$ cat src/rtl/neuron_accumulator.sv
// neuron_accumulator: sums NUM_TERMS signed terms onto a signed bias, with valid/ready on both sides.
// Define NEURON_ACC_SATURATE_EN to clamp the accumulator on signed overflow instead of wrapping.
module neuron_accumulator #(
    parameter int ACC_W     = 17,
    parameter int IN_W      = 8,
    parameter int NUM_TERMS = 4,
    parameter int CNT_W     = $clog2(NUM_TERMS + 1)
) (
    input  logic             clk,
    input  logic             rst,
    input  logic             start,
    input  logic [ACC_W-1:0] bias,
    input  logic             in_valid,
    output logic             in_ready,
    input  logic [IN_W-1:0]  in_data,
    output logic             out_valid,
    input  logic             out_ready,
    output logic [ACC_W-1:0] out_sum,
    output logic             out_carry,
    output logic             out_ovf,
    output logic             busy
);

    typedef enum logic [1:0] {
        ST_IDLE  = 2'd0,
        ST_ACCUM = 2'd1,
        ST_DONE  = 2'd2
    } state_t;

    localparam logic [ACC_W-1:0] SAT_MAX = {1'b0, {(ACC_W-1){1'b1}}};
    localparam logic [ACC_W-1:0] SAT_MIN = {1'b1, {(ACC_W-1){1'b0}}};

    state_t           r_state;
    state_t           w_next;
    logic [ACC_W-1:0] r_acc;
    logic [ACC_W-1:0] w_acc_next;
    logic [CNT_W-1:0] r_cnt;
    logic             r_carry;
    logic             r_ovf;
    logic [ACC_W:0]   w_full;
    logic             w_step_ovf;
    logic             w_beat;
    logic             w_last;

    // One extra bit of headroom: the top two bits of the sum disagree exactly on signed overflow.
    assign w_full     = {{(ACC_W+1-IN_W){in_data[IN_W-1]}}, in_data} + {r_acc[ACC_W-1], r_acc};
    assign w_step_ovf = w_full[ACC_W] ^ w_full[ACC_W-1];
    assign w_beat     = (r_state == ST_ACCUM) && in_valid;
    assign w_last     = (r_cnt == CNT_W'(NUM_TERMS - 1));

    // Next accumulator value for an accepted beat (wrap or clamp on overflow)
    always_comb begin
        w_acc_next = w_full[ACC_W-1:0];
`ifdef NEURON_ACC_SATURATE_EN
        if (w_step_ovf) begin
            if (w_full[ACC_W]) begin
                w_acc_next = SAT_MIN;
            end else begin
                w_acc_next = SAT_MAX;
            end
        end else begin
            w_acc_next = w_full[ACC_W-1:0];
        end
`else
        if (w_step_ovf) begin
            w_acc_next = w_full[ACC_W-1:0];
        end else begin
            w_acc_next = w_full[ACC_W-1:0];
        end
`endif
    end

    // FSM state register
    always_ff @(posedge clk or posedge rst) begin
        if (rst) begin
            r_state <= ST_IDLE;
        end else begin
            r_state <= w_next;
        end
    end

    // FSM next-state and handshake outputs, decoded from the state register so reset clears them at once
    always_comb begin
        w_next    = r_state;
        in_ready  = 1'b0;
        out_valid = 1'b0;
        busy      = 1'b0;
        case (r_state)
            ST_IDLE: begin
                if (start) begin
                    w_next = ST_ACCUM;
                end else begin
                    w_next = ST_IDLE;
                end
            end
            ST_ACCUM: begin
                in_ready = 1'b1;
                busy     = 1'b1;
                if (in_valid && w_last) begin
                    w_next = ST_DONE;
                end else begin
                    w_next = ST_ACCUM;
                end
            end
            ST_DONE: begin
                out_valid = 1'b1;
                busy      = 1'b1;
                if (out_ready) begin
                    w_next = ST_IDLE;
                end else begin
                    w_next = ST_DONE;
                end
            end
            default: begin
                w_next = ST_IDLE;
            end
        endcase
    end

    // Accumulator datapath: load bias on start, add one term per accepted beat
    always_ff @(posedge clk or posedge rst) begin
        if (rst) begin
            r_acc   <= {ACC_W{1'b0}};
            r_cnt   <= {CNT_W{1'b0}};
            r_carry <= 1'b0;
            r_ovf   <= 1'b0;
        end else if ((r_state == ST_IDLE) && start) begin
            r_acc   <= bias;
            r_cnt   <= {CNT_W{1'b0}};
            r_carry <= 1'b0;
            r_ovf   <= 1'b0;
        end else if (w_beat) begin
            r_acc   <= w_acc_next;
            r_cnt   <= r_cnt + CNT_W'(1);
            r_carry <= w_full[ACC_W];
            r_ovf   <= r_ovf | w_step_ovf;
        end else begin
            r_acc   <= r_acc;
            r_cnt   <= r_cnt;
            r_carry <= r_carry;
            r_ovf   <= r_ovf;
        end
    end

    assign out_sum   = r_acc;
    assign out_carry = r_carry;
    assign out_ovf   = r_ovf;

endmodule
$ cat config.mk
export PLATFORM = sky130hd
export DESIGN_NAME = neuron_accumulator
export DESIGN_NICKNAME = d
export VERILOG_FILES = /design/src/rtl/neuron_accumulator.sv
export SDC_FILE = /design/constraint.sdc
export NUM_CORES = 1
export LEC_CHECK = 0
export ABC_AREA = 1
export CAP_MARGIN = 0
export CELL_PAD_IN_SITES_DETAIL_PLACEMENT = 2
export CELL_PAD_IN_SITES_GLOBAL_PLACEMENT = 2
export CORE_MARGIN = 2
export CORE_UTILIZATION = 29
export CTS_CLUSTER_DIAMETER = 120
export CTS_CLUSTER_SIZE = 20
export DETAILED_ROUTE_END_ITERATION = 12
export PLACE_DENSITY = 0.91
export SKIP_LAST_GASP = 1
export SYNTH_ARGS = -nofsm -noshare
export SYNTH_HDL_FRONTEND = slang
export SYNTH_SLANG_ARGS = --single-unit
$ cat constraint.sdc
create_clock -name clk -period 2.85 [get_ports clk]
set_input_delay 0.4275 -clock clk [delete_from_list [all_inputs] [get_ports clk]]
set_output_delay 0.4275 -clock clk [all_outputs]
set_load 0.02 [all_outputs]
==> run_summary.xml, run 1 <==
<?xml version="1.0" encoding="UTF-8"?>
<metrics>
  <group name="status">
    <metric name="result_of_the_run" unit="">finished clean</metric>
  </group>
  <group name="cts">
    <metric name="cts.root.buffer_cell" unit="">clkbuf_8</metric>
    <metric name="postCtsHoldBufs" unit="">0</metric>
    <metric name="tritoncts" unit="">done</metric>
    <metric name="ctsHtreeMaxLevel" unit="">1</metric>
    <metric name="cts.repair.resized" unit="">0</metric>
    <metric name="clock_latency" unit="ns">0.28</metric>
    <metric name="clock_sink_count" unit="">24</metric>
    <metric name="clockBufferDepth" unit="">2</metric>
    <metric name="post-cts-setup-buffer-count" unit="">0</metric>
    <metric name="clk_transition_reported_paths" unit="ns">0.10</metric>
    <metric name="cts-buffers-inserted" unit="">3</metric>
  </group>
  <group name="drt">
    <metric name="wire_per_inst" unit="um">16.5</metric>
    <metric name="wl" unit="um">7370</metric>
    <metric name="viasPerCell" unit="">5.02</metric>
    <metric name="drtAntennaViolNets" unit="">0</metric>
    <metric name="drt_first_iter_violations" unit="">75</metric>
    <metric name="drtPass1Iterations" unit="">4</metric>
    <metric name="post-route-drc-count" unit="">0</metric>
    <metric name="dr_total_vias" unit="">2241</metric>
  </group>
  <group name="timing">
    <metric name="max_clock_freq" unit="MHz">405</metric>
    <metric name="finalMaxSlewViolations" unit="">0</metric>
    <metric name="final_hold_violation_count" unit="">0</metric>
    <metric name="rsz0062_at_grt" unit="">no</metric>
    <metric name="tns" unit="ns">0</metric>
    <metric name="tightest_slew" unit="ns">0.543</metric>
    <metric name="number_of_failing_setup_endpoints_in_the_final_timing_report" unit="">0</metric>
    <metric name="layout_min_cycle_time" unit="ns">2.47</metric>
    <metric name="slew_headroom" unit="%">63.7</metric>
    <metric name="final.setup_skew" unit="ns">0.00243</metric>
    <metric name="final_period_utilization" unit="%">86.5</metric>
  </group>
  <group name="layout">
    <metric name="final_layout_size_suffix_gt1_share" unit="%">8.00</metric>
    <metric name="layout-area-overhead-vs-synth" unit="%">33.4</metric>
    <metric name="post-route-util" unit="%">40.5</metric>
    <metric name="final_design_area_no_fill" unit="um^2">2780</metric>
    <metric name="fin_nets" unit="">405</metric>
    <metric name="insertedDiodeCount" unit="">0</metric>
  </group>
  <group name="global_routing">
    <metric name="grt_max_degree" unit="">25</metric>
    <metric name="grt_pass1_wl" unit="um">12400</metric>
    <metric name="grt_pass1_vias" unit="">2509</metric>
    <metric name="gr-usage-all-layers" unit="%">20.1</metric>
    <metric name="number_of_antenna_violations_at_the_first_check_in_global_routing" unit="">0</metric>
    <metric name="gr-total-overflow" unit="">0</metric>
  </group>
  <group name="worst_setup_path">
    <metric name="cpMaxStageDelayCell" unit="">clkdlybuf4s50_1</metric>
    <metric name="chain_of_cells_forming_the_critical_path" unit="">clkdlybuf4s50_1 -&gt; ha_1 -&gt; a21oi_1 -&gt; o21ai_1 -&gt; a21oi_1 -&gt; nand2_2 -&gt; a21oi_1 -&gt; o21ai_1 -&gt; nand2_1</metric>
    <metric name="type_of_destination_of_the_critical_path" unit="">flop</metric>
    <metric name="crit_top_cell" unit="">a21oi_1</metric>
    <metric name="critical_path.top_delay_family" unit="">compound AO/OA/AOI/OAI gates</metric>
    <metric name="path_class" unit="">primary input to flop</metric>
    <metric name="crit_buf_inv" unit="">1</metric>
    <metric name="crit_path_max_fanout" unit="">10</metric>
    <metric name="crit_required" unit="ns">3.08</metric>
    <metric name="critPathLaunchType" unit="">primary input</metric>
    <metric name="worstPathArrival" unit="ns">2.69</metric>
    <metric name="worst_path_largest_cell_delay" unit="ns">0.70</metric>
  </group>
  <group name="logic_synthesis">
    <metric name="synth_edf_count" unit="">0</metric>
    <metric name="synthesis.area" unit="um^2">2080</metric>
    <metric name="synthArstFlopShare" unit="%">100</metric>
    <metric name="postSynthNetCount" unit="">351</metric>
    <metric name="yosys_warnings" unit="">0</metric>
    <metric name="synthTopCellsByCount" unit="">102 x nand2_1, 28 x inv_1, 24 x dfrtp_1, 23 x ha_1, 20 x nand3_1</metric>
    <metric name="yosysTopAreaCell" unit="">dfrtp_1</metric>
    <metric name="netlist-cell-type-count" unit="">34</metric>
    <metric name="post-synth-top-area-fraction" unit="%">28.8</metric>
    <metric name="synthTopCellsByArea" unit="">dfrtp_1 29%, nand2_1 18%, ha_1 14%</metric>
    <metric name="syn_area_per_cell" unit="um^2">7.02</metric>
    <metric name="post_synth_inst_count" unit="">297</metric>
    <metric name="postSynth.topFlopCell" unit="">dfrtp_1</metric>
    <metric name="post-synth-top-count-cell" unit="">nand2_1</metric>
    <metric name="postSynthRegisterBits" unit="">24</metric>
    <metric name="synth_seq_area_share" unit="%">28.8</metric>
  </group>
  <group name="floorplanning">
    <metric name="initial_utilization" unit="%">30.3</metric>
    <metric name="fp-row-count" unit="">30</metric>
    <metric name="die-height" unit="um">88.8</metric>
    <metric name="placeable_core_area" unit="um^2">6870</metric>
    <metric name="die_width" unit="um">88.8</metric>
    <metric name="boundaryPins" unit="">52</metric>
    <metric name="die_area" unit="um^2">7880</metric>
  </group>
  <group name="placed_design">
    <metric name="finalWeightedCongestion" unit="">0.815</metric>
    <metric name="placement.cell_area" unit="um^2">2710</metric>
    <metric name="io_buffer_count" unit="">51</metric>
    <metric name="detailed_place_hpwl" unit="um">5690</metric>
  </group>
  <group name="run">
    <metric name="max_cap_violations" unit="">0</metric>
  </group>
  <group name="pwr">
    <metric name="static_leakage" unit="nW">1.36</metric>
    <metric name="ir_worst_vdd" unit="V">0.000295</metric>
    <metric name="total_power_draw" unit="mW">3.16</metric>
    <metric name="power_per_standard_cell_area" unit="nW/um^2">1140</metric>
  </group>
  <group name="worst_hold_path">
    <metric name="worstHoldPathType" unit="">primary input to asynchronous set/reset pin</metric>
  </group>
</metrics>
-- layout make-up --
| type | count | area [um^2] |
|---|---|---|
| clock inverters | 1 | 30.0 |
| clock buffers | 3 | 41.3 |
| fillers | 808 | 4090 |
| well taps | 96 | 120 |
| multi-input cells | 235 | 1340 |
| repair buffers | 53 | 526 |
| inverters | 34 | 128 |
| flip-flops and latches | 24 | 601 |
-- per-layer routing --
metal | wire length [um] | share of wire, % | track usage, % | up-vias
li1 | - | - | - | 1078
met1 | 3300 | 45 | 25.4 | 1124
met2 | 3830 | 52 | 37.2 | 35
met3 | 170 | 2.3 | 1.68 | 4
met4 | 64 | 0.87 | 4.13 | 0
met5 | 0 | 0 | 0 | -
-- kinds of logic (layout without fill, tap and decap cells) --
group,Yosys count,after routing,synth area share [%]
compound gates,46,46,13.9
xor+xnor,4,4,1.68
fa+ha+maj,24,24,14.8
buf+inv,38,91,7.08
flops,24,24,28.8
simple gates,161,161,33.7
-- where the power goes --
| part | internal [mW] | switching (mW) | total, mW |
|---|---|---|---|
| Sequential | 0.505 | 0.139 | 0.644 |
| Combinational | 0.863 | 1.33 | 2.20 |
| Clock | 0.188 | 0.133 | 0.321 |
-- metrics by stage --
step | hold slack [ns] | std cells | setup WS, ns
finish | 0.498 | 446 | 0.383
global route | 0.549 | 446 | 0.206
CTS | 0.507 | 446 | 0.409
detailed placement | 0.481 | 442 | 0.127
global placement | 0.473 | 442 | 0.192
floorplan | 0.442 | 297 | 0.948
-- sequential cells by signal, summed over array words and instances, names as in the netlist --
| signal | count |
|---|---|
| out_carry | 1 |
| out_ovf | 1 |
| out_sum | 17 |
| r_cnt | 3 |
| r_state | 2 |
-- worst paths after layout --
| path | depth (start not counted) | end | slack, ns | start |
|---|---|---|---|---|
| max in group asynchronous | 3 | out_sum[8]$_DFFE_PP0P_ | 2.10 | rst |
| worst max-delay path | 9 | out_carry$_DFFE_PP0P_ | 0.38 | in_data[7] |
| worst min-delay path | 3 | out_sum[4]$_DFFE_PP0P_ | 0.50 | rst |
| worst max register to register | 9 | out_sum[16]$_DFFE_PP0P_ | 0.77 | out_sum[0]$_DFFE_PP0P_ |
| worst min register to register | 2 | out_carry$_DFFE_PP0P_ | 0.50 | out_carry$_DFFE_PP0P_ |
| min in group clk | 2 | out_carry$_DFFE_PP0P_ | 0.50 | out_carry$_DFFE_PP0P_ |
-- cells in the final DEF, fill, tap and decap left out, types with 19 or more instances in the layout --
cell type and count:
nand2_1 102, clkdlybuf4s50_1 51, inv_1 28, dfrtp_1 24, ha_1 23, nand3_1 20, a21oi_1 19, nor2_1 19
-- worst register-to-register path: cells and delay by family (launching register included) --
kind,cells,cell delay [ns]
adders and majority gates,2,0.67
and+or+nand+nor,4,0.43
DFF,1,0.41
AOI/OAI and AO/OA,2,0.27
xor gates and xnor gates,1,0.19
Power figures use the tool's default switching activity.
==> run 2: changes to the inputs <==
- CORE_MARGIN: 2 -> default
- SLEW_MARGIN: default -> 20
==> run_summary.xml, run 2 (synthesis results as in run 1) <==
<?xml version="1.0" encoding="UTF-8"?>
<metrics>
  <group name="timing">
    <metric name="tightest_slew" unit="ns">0.520</metric>
    <metric name="slew_headroom" unit="%">65.2</metric>
    <metric name="number_of_failing_setup_endpoints_in_the_final_timing_report" unit="">0</metric>
    <metric name="layout_min_cycle_time" unit="ns">2.58</metric>
    <metric name="final_critical_path_setup_slack" unit="ns">0.268</metric>
    <metric name="final_hold_violation_count" unit="">0</metric>
    <metric name="final.setup_skew" unit="ns">0.0101</metric>
    <metric name="timing.hold.ws" unit="ns">0.498</metric>
    <metric name="tns" unit="ns">0</metric>
    <metric name="finalMaxSlewViolations" unit="">0</metric>
    <metric name="final_period_utilization" unit="%">90.6</metric>
    <metric name="max_clock_freq" unit="MHz">387</metric>
    <metric name="rsz0062_at_grt" unit="">no</metric>
  </group>
  <group name="drt">
    <metric name="drtPass1Iterations" unit="">4</metric>
    <metric name="wl" unit="um">7470</metric>
    <metric name="wire_per_inst" unit="um">16.8</metric>
    <metric name="dr_total_vias" unit="">2214</metric>
    <metric name="drt_first_iter_violations" unit="">58</metric>
    <metric name="post-route-drc-count" unit="">0</metric>
    <metric name="viasPerCell" unit="">4.98</metric>
    <metric name="drtAntennaViolNets" unit="">0</metric>
  </group>
  <group name="placed_design">
    <metric name="finalWeightedCongestion" unit="">0.813</metric>
    <metric name="detailed_place_hpwl" unit="um">5700</metric>
    <metric name="dp_cells" unit="">442</metric>
    <metric name="placement.cell_area" unit="um^2">2710</metric>
    <metric name="io_buffer_count" unit="">51</metric>
    <metric name="dp_worst_setup_slack" unit="ns">0.0663</metric>
  </group>
  <group name="worst_setup_path">
    <metric name="worst_path_largest_cell_delay" unit="ns">0.68</metric>
    <metric name="cpMaxStageDelayCell" unit="">clkdlybuf4s50_1</metric>
    <metric name="crit_path_max_fanout" unit="">10</metric>
    <metric name="worstPathArrival" unit="ns">2.74</metric>
    <metric name="chain_of_cells_forming_the_critical_path" unit="">clkdlybuf4s50_1 -&gt; ha_1 -&gt; nand2_1 -&gt; nor2_1 -&gt; nand3_1 -&gt; nand3_2 -&gt; nand2_2 -&gt; nand2_2 -&gt; a21oi_1 -&gt; o21ai_1 -&gt; nand2_1</metric>
    <metric name="type_of_destination_of_the_critical_path" unit="">flop</metric>
    <metric name="crit_required" unit="ns">3.01</metric>
    <metric name="path_class" unit="">primary input to flop</metric>
    <metric name="critPathLaunchType" unit="">primary input</metric>
  </group>
  <group name="floorplanning">
    <metric name="boundaryPins" unit="">52</metric>
    <metric name="die-height" unit="um">86.8</metric>
    <metric name="initial_utilization" unit="%">30.3</metric>
    <metric name="die_area" unit="um^2">7530</metric>
    <metric name="placeable_core_area" unit="um^2">6870</metric>
    <metric name="die_width" unit="um">86.8</metric>
    <metric name="fp-row-count" unit="">30</metric>
  </group>
  <group name="cts">
    <metric name="tritoncts" unit="">done</metric>
    <metric name="postCtsHoldBufs" unit="">0</metric>
    <metric name="cts-buffers-inserted" unit="">3</metric>
    <metric name="clock_sink_count" unit="">24</metric>
    <metric name="cts.root.buffer_cell" unit="">clkbuf_8</metric>
    <metric name="clk_transition_reported_paths" unit="ns">0.10</metric>
    <metric name="post-cts-setup-buffer-count" unit="">0</metric>
    <metric name="clockBufferDepth" unit="">2</metric>
    <metric name="cts.repair.resized" unit="">0</metric>
    <metric name="clock_latency" unit="ns">0.28</metric>
    <metric name="ctsHtreeMaxLevel" unit="">1</metric>
  </group>
  <group name="global_routing">
    <metric name="gr-total-overflow" unit="">0</metric>
    <metric name="number_of_antenna_violations_at_the_first_check_in_global_routing" unit="">0</metric>
    <metric name="gr-usage-all-layers" unit="%">21.9</metric>
    <metric name="grt_pass1_vias" unit="">2552</metric>
    <metric name="grt_pass1_wl" unit="um">12700</metric>
    <metric name="grt_max_degree" unit="">25</metric>
  </group>
  <group name="layout">
    <metric name="final_layout_size_suffix_gt1_share" unit="%">7.74</metric>
    <metric name="layout-area-overhead-vs-synth" unit="%">32.0</metric>
    <metric name="layout_commonest_cell" unit="">nand2_1</metric>
    <metric name="fillers" unit="">848</metric>
    <metric name="largest_reg_flops" unit="">17</metric>
    <metric name="most-common-layout-cells" unit="">102 x nand2_1, 51 x clkdlybuf4s50_1, 28 x inv_1, 24 x dfrtp_1, 23 x ha_1</metric>
    <metric name="final_design_area_no_fill" unit="um^2">2750</metric>
    <metric name="fin_nets" unit="">405</metric>
    <metric name="insertedDiodeCount" unit="">0</metric>
    <metric name="post-route-util" unit="%">40.1</metric>
    <metric name="instances_no_fill" unit="">445</metric>
  </group>
  <group name="status">
    <metric name="result_of_the_run" unit="">finished clean</metric>
  </group>
  <group name="pwr">
    <metric name="static_leakage" unit="nW">1.34</metric>
    <metric name="power_per_standard_cell_area" unit="nW/um^2">1110</metric>
    <metric name="total_power_draw" unit="mW">3.07</metric>
    <metric name="ir_worst_vdd" unit="V">0.000363</metric>
  </group>
  <group name="worst_hold_path">
    <metric name="worstHoldPathType" unit="">primary input to asynchronous set/reset pin</metric>
  </group>
  <group name="run">
    <metric name="max_cap_violations" unit="">0</metric>
  </group>
</metrics>
run 2: cell types whose count changed in the layout (fill, tap and decap cells not counted), sizes merged:
cell    previous run  this run
bufinv             1         0
run 2: layer usage:
metal	wire, um	vias up	GRT usage [%]
met2	3970	35	41.8
met4	79	0	5.15
met5	0	-	0
li1	-	1070	-
met1	3290	1103	26.4
met3	130	6	1.62
run 2: path summary, 6_finish.rpt:
check	end	from	depth (start not counted)	slack, ns
max in group asynchronous	out_sum[15]$_DFFE_PP0P_	rst	3	2.08
worst min-delay path	out_sum[4]$_DFFE_PP0P_	rst	3	0.50
min in group clk	out_carry$_DFFE_PP0P_	out_carry$_DFFE_PP0P_	2	0.51
worst max-delay path	out_carry$_DFFE_PP0P_	in_data[7]	11	0.27
worst max register to register	out_sum[16]$_DFFE_PP0P_	out_sum[0]$_DFFE_PP0P_	9	0.70
worst min register to register	out_carry$_DFFE_PP0P_	out_carry$_DFFE_PP0P_	2	0.51
run 2: area by class of cell:
class / count / area (um^2) / area share (%)
Clock buffer: 3 / 41.3 / 1.50
Timing Repair Buffer: 53 / 526 / 19.1
Multi-Input combinational cell: 235 / 1340 / 48.6
Tap cell: 96 / 120 / 4.37
Inverter: 34 / 128 / 4.64
Sequential cell: 24 / 601 / 21.8
run 2: power breakdown:
group	internal (mW)	switching (mW)
Sequential	0.505	0.141
Combinational	0.865	1.34
Clock	0.0952	0.122
run 2: worst max-delay path, delay by kind of cell:
kind | cells | cell delay, ns
and+or+nand+nor | 7 | 0.91
buffers and inverters | 1 | 0.68
adders and majority gates | 1 | 0.52
AOI/OAI and AO/OA | 2 | 0.19
